File: src/rtl/sdram_avmm_arbiter.sv
// Two-master Avalon-MM arbiter for the SDRAM controller slave port; per-transfer round-robin
// (fixed priority to master 0 when SDRAM_ARB_FIXED_PRIO_EN is defined), read IDs tracked for response routing.
module sdram_avmm_arbiter #(
    parameter int ADDR_W      = 24,
    parameter int DATA_W      = 16,
    parameter int MAX_PENDING = 8
) (
    input  logic                clk_clk,
    input  logic                reset_reset_n,
    input  logic [ADDR_W-1:0]   m0_address,
    input  logic                m0_read,
    input  logic                m0_write,
    input  logic [DATA_W-1:0]   m0_writedata,
    input  logic [DATA_W/8-1:0] m0_byteenable,
    output logic                m0_waitrequest,
    output logic [DATA_W-1:0]   m0_readdata,
    output logic                m0_readdatavalid,
    input  logic [ADDR_W-1:0]   m1_address,
    input  logic                m1_read,
    input  logic                m1_write,
    input  logic [DATA_W-1:0]   m1_writedata,
    input  logic [DATA_W/8-1:0] m1_byteenable,
    output logic                m1_waitrequest,
    output logic [DATA_W-1:0]   m1_readdata,
    output logic                m1_readdatavalid,
    output logic [ADDR_W-1:0]   s_address,
    output logic                s_read,
    output logic                s_write,
    output logic [DATA_W-1:0]   s_writedata,
    output logic [DATA_W/8-1:0] s_byteenable,
    input  logic                s_waitrequest,
    input  logic [DATA_W-1:0]   s_readdata,
    input  logic                s_readdatavalid,
    output logic                err_o
);

    localparam int PTR_W = $clog2(MAX_PENDING);
    localparam int CNT_W = PTR_W + 1;

    typedef enum logic {IDLE, GRANTED} state_t;

    state_t                 state;
    logic                   grant;
    logic [MAX_PENDING-1:0] id_mem;
    logic [PTR_W-1:0]       wr_ptr;
    logic [PTR_W-1:0]       rd_ptr;
    logic [CNT_W-1:0]       count;
    logic                   err;

    logic req0, req1, g_read, g_write, g_req, busy;
    logic fifo_full, fifo_empty, read_blocked, accept, push, pop, head_id;
    logic idle_winner, accept_grant;

    assign req0       = m0_read | m0_write;
    assign req1       = m1_read | m1_write;
    // A read asserted together with a write is flagged and executed as the write.
    assign g_read     = grant ? (m1_read & ~m1_write) : (m0_read & ~m0_write);
    assign g_write    = grant ? m1_write : m0_write;
    assign g_req      = g_read | g_write;
    assign busy       = (state == GRANTED);
    assign fifo_full  = (count == CNT_W'(MAX_PENDING));
    assign fifo_empty = (count == '0);

    assign read_blocked = busy & g_read & fifo_full;
    assign s_read       = busy & g_read & ~fifo_full;
    assign s_write      = busy & g_write;
    assign accept       = (s_read | s_write) & ~s_waitrequest;
    assign push         = accept & s_read;
    assign pop          = s_readdatavalid & ~fifo_empty;
    assign head_id      = id_mem[rd_ptr];

    assign s_address    = grant ? m1_address    : m0_address;
    assign s_writedata  = grant ? m1_writedata  : m0_writedata;
    assign s_byteenable = grant ? m1_byteenable : m0_byteenable;

    assign m0_waitrequest   = ~(busy & ~grant) | s_waitrequest | read_blocked;
    assign m1_waitrequest   = ~(busy &  grant) | s_waitrequest | read_blocked;
    assign m0_readdata      = s_readdata;
    assign m1_readdata      = s_readdata;
    assign m0_readdatavalid = pop & ~head_id;
    assign m1_readdatavalid = pop &  head_id;
    assign err_o            = err;

`ifdef SDRAM_ARB_FIXED_PRIO_EN
    assign idle_winner  = ~req0;
    assign accept_grant = ~req0;
`else
    logic rr_last;
    // Prefer the master that did not win last; fall back to the sole requester.
    assign idle_winner  = (rr_last ? req0 : req1) ? ~rr_last : rr_last;
    assign accept_grant = (grant ? req0 : req1) ? ~grant : grant;

    always_ff @(posedge clk_clk or negedge reset_reset_n) begin
        if (!reset_reset_n)
            rr_last <= 1'b1;
        else if (busy && accept)
            rr_last <= grant;
    end
`endif

    always_ff @(posedge clk_clk or negedge reset_reset_n) begin
        if (!reset_reset_n) begin
            state  <= IDLE;
            grant  <= 1'b0;
            id_mem <= '0;
            wr_ptr <= '0;
            rd_ptr <= '0;
            count  <= '0;
            err    <= 1'b0;
        end else begin
            case (state)
                IDLE: begin
                    if (req0 | req1) begin
                        grant <= idle_winner;
                        state <= GRANTED;
                    end
                end
                GRANTED: begin
                    if (accept) begin
                        if (req0 | req1)
                            grant <= accept_grant;
                        else
                            state <= IDLE;
                    end else if (!g_req) begin
                        state <= IDLE;
                    end
                end
                default: state <= IDLE;
            endcase

            if (push) begin
                id_mem[wr_ptr] <= grant;
                wr_ptr         <= wr_ptr + 1'b1;
            end
            if (pop)
                rd_ptr <= rd_ptr + 1'b1;
            if (push && !pop)
                count <= count + 1'b1;
            else if (pop && !push)
                count <= count - 1'b1;

            if ((m0_read & m0_write) | (m1_read & m1_write) | (s_readdatavalid & fifo_empty))
                err <= 1'b1;
        end
    end

endmodule
File: config.mk
export PLATFORM = sky130hd
export DESIGN_NAME = sdram_avmm_arbiter
export DESIGN_NICKNAME = d
export VERILOG_FILES = /design/src/rtl/sdram_avmm_arbiter.sv
export SDC_FILE = /design/constraint.sdc
export NUM_CORES = 1
export LEC_CHECK = 0
export CORE_MARGIN = 10
export CORE_UTILIZATION = 33
export CTS_CLUSTER_DIAMETER = 50
export DETAILED_ROUTE_END_ITERATION = 8
export GPL_TIMING_DRIVEN = 0
export PLACE_DENSITY = 0.9
export REMOVE_ABC_BUFFERS = 1
export SLEW_MARGIN = 20
export SYNTH_ARGS = -nofsm -noshare
export SYNTH_HDL_FRONTEND = slang
export SYNTH_SLANG_ARGS = --single-unit
export TNS_END_PERCENT = 100
File: constraint.sdc
create_clock -name clk_clk -period 8 [get_ports clk_clk]
set_input_delay 0.8 -clock clk_clk [delete_from_list [all_inputs] [get_ports clk_clk]]
set_output_delay 0.8 -clock clk_clk [all_outputs]
set_load 0.005 [all_outputs]
==> results_dict.tcl <==
set metrics [dict create \
    relSlewSlack_pct 53.6 \
    critPathMaxStageDelay_ps 560 \
    drive_above_1_share_pct 22.5 \
    fmax_mhz 294 \
    ys_seq_area_share_pct 27.5 \
    ctsHtreeMaxLevel 1 \
    rsz0062_at_grt "false" \
    timing.final.crit_share_pct 42.5 \
    dieArea_sq_um 9590 \
    power_density_nw_per_um2 268 \
    reg2reg_depth 9 \
    drc_errors 0 \
    instances_no_fill 377 \
    syn_inst 196 \
    cts.sinks 22 \
    ir_drop_mv 0.153 \
    cp_common_cell "ha_1" \
    worstPathArrival_ps 3550 \
    post_drt_wl_per_cell_um 20.8 \
    path_depth 10 \
    path_cells "clkdlybuf4s50_1 -> and4b_1 -> o21ai_4 -> nor2_1 -> ha_1 -> inv_1 -> ha_1 -> a21o_2 -> a2111oi_0 -> o31ai_1" \
    cts_tree "yes" \
    synth_seq_cells 22 \
    yosysTopAreaCellShare_pct 28.7 \
    start_kind "primary input" \
    clk_latency_ps 270 \
    dp_slack_ps 4370 \
    syn_avg_cell_area_sq_um 10.2 \
    cpMaxStageDelayCell "clkdlybuf4s50_1" \
    drv_slew 0 \
    ys_warn_count 0 \
    netlist_top_cells_area "mux2_2 (29%), dfrtp_1 (26%), buf_4 (12%), ha_1 (3.1%), mux4_2 (2.2%)" \
    register_area_sq_um 553 \
    timing.final.ws_setup_ps 4600 \
    syn_area_sq_um 2000 \
    grt.overflow.total 0 \
    cts-root-buf "clkbuf_8" \
    num_antenna_cells 0 \
    cp.required_ps 8140 \
    hpwl_mm 6.69 \
    hold_violations 0 \
    avgViaCountPerCell 4.96 \
    crit_family "compound AO/OA/AOI/OAI gates" \
    core_area_sq_um 5920 \
    start_util_pct 33.8 \
    total_power_mw 0.892 \
    syn2layout_area_growth_pct 66.0 \
    path_buf_inv 2 \
    antenna_found_initial 0 \
    ys.flop_type "dfrtp_1" \
    hp-class "primary input to asynchronous set/reset pin" \
    placed_cells 373 \
    clkSlewWorstSetupHoldPaths_ps 80 \
    num_io_pins 189 \
    synth_top_family_by_area "multiplexers" \
    firstDrtPassIters 4 \
    synth.most_common_cell "mux2_2" \
    grt_usage_pct 14.9 \
    cts_resized 0 \
    crit_path_end_kind "flip-flop" \
    critPathKind "primary input to flip-flop" \
    ant_nets 0 \
    grt_pass1_vias 1870 \
    die_x_um 97.9 \
    cts_setup_buffers 0 \
    die_y_um 97.9 \
    fillers 511 \
    setup_viol 0 \
    leakage_nw 1.29 \
    numPortBuffers 140 \
    finalCriticalPeriod_ps 3400 \
    layout.nets 417 \
    setup_tns_ps 0 \
    synth_edf_count 0 \
    synthAdderAreaFrac_pct 4.12 \
    grt_start_max_net_pins 34 \
    finalWirelength_mm 7.83 \
    row_count 28 \
    cts_buffers 3 \
    hold_buffers 0 \
    synth_compound_area_share_pct 7.62 \
    yosys.area.top_type "mux2_2" \
    synth-simple-area-share_pct 11.4 \
    async_flop_share_pct 100 \
    grt_first_pass_wirelength_mm 11.5 \
    place_congestion 0.799 \
    worst_pin_slew_ps 689 \
    cts_max_path_buffers 2 \
    yosys.area_share.xor_xnor_pct 2.62 \
    hold_ws_ps 493 \
    path_max_fanout 7 \
    synth_common_cells "mux2_2 (51), buf_4 (32), dfrtp_1 (21), nand2_1 (9)" \
    finClkSkew_ps 1.40 \
    vias 1869 \
    synth_mux_area_share_pct 32.4 \
    synthDistinctLibCells 40 \
    status "complete, no violations" \
    maxCapViolCount 0 \
    drt_iter0_markers 105 \
    multi_input_area_sq_um 1170 \
]
-- where the power goes --
part / switching, mW / total, mW / internal (mW) / leakage (nW)
sequential: 0.0765 / 0.238 / 0.162 / 0.266
combinational: 0.192 / 0.549 / 0.356 / 0.990
clock: 0.0382 / 0.105 / 0.0669 / 0.0357
total: 0.307 / 0.892 / 0.585 / 1.29
-- final cells by class --
cell class | instances | share of cell area, %
Tap cell | 75 | 2.82
Timing Repair Buffer | 141 | 42.6
Sequential cell | 22 | 16.6
Clock buffer | 3 | 1.24
Inverter | 5 | 0.564
Clock inverter | 1 | 0.903
Multi-Input combinational cell | 130 | 35.3
-- cell families after synthesis --
logic type | after synthesis
flops | 22
compound gates | 20
mux | 56
xor+xnor | 6
buf+inv | 44
fa+ha+maj | 6
simple gates | 42
-- worst reg2reg max path: stages (launching register included) --
cell and delay (ps):
dfrtp_2 690, and4b_1 350, o21ai_4 110, nor2_1 240
ha_1 270, inv_1 130, ha_1 300, a21o_2 230
a2111oi_0 450, o31ai_1 140
-- sequential cells by signal, summed over array words and instances (netlist names) --
signal,count
busy,1
count,4
err_o,1
grant,1
id_mem,8
rd_ptr,3
rr_last,1
wr_ptr,3
-- metal layers --
layer	track usage, %	share of wire, %
met1	17.3	39
met2	26.1	54
met3	5.43	6.6
met4	1.23	0.54
met5	1.54	0
-- layout by cell type (no fill, tap or decap), types with 3 or more instances in the layout --
master,instances
clkdlybuf4s50_1,139
mux2_2,51
dfrtp_1,20
nand2_1,9
nor2_1,8
nand3_1,8
nor2b_1,5
ha_1,5
inv_1,4
xnor2_1,4
nor3_1,4
o21ai_0,4
mux2i_1,3
o31ai_1,3
clkbuf_8,3
-- stage by stage --
stage / area (sq um) / util, %
2_1_floorplan: 1740 / -
3_3_place_gp: 3230 / 54.6
3_5_place_dp: 3250 / 54.9
4_1_cts: 3320 / 56.1
5_1_grt: 3330 / 56.2
6_report: 3330 / 56.2
-- worst paths after layout --
path | start | to | slack, ps
worst min register to register | rd_ptr[2]$_DFFE_PN0P_ | rd_ptr[2]$_DFFE_PN0P_ | 490
worst min-delay path | reset_reset_n | rd_ptr[1]$_DFFE_PN0P_ | 490
worst max register to register | grant$_DFFE_PN0P_ | count[3]$_DFFE_PN0P_ | 4960
min in group clk_clk | rd_ptr[2]$_DFFE_PN0P_ | rd_ptr[2]$_DFFE_PN0P_ | 490
max in group asynchronous | reset_reset_n | grant$_DFFE_PN0P_ | 7130
worst max-delay path | m1_write | count[3]$_DFFE_PN0P_ | 4600
Power figures use the tool's default switching activity.
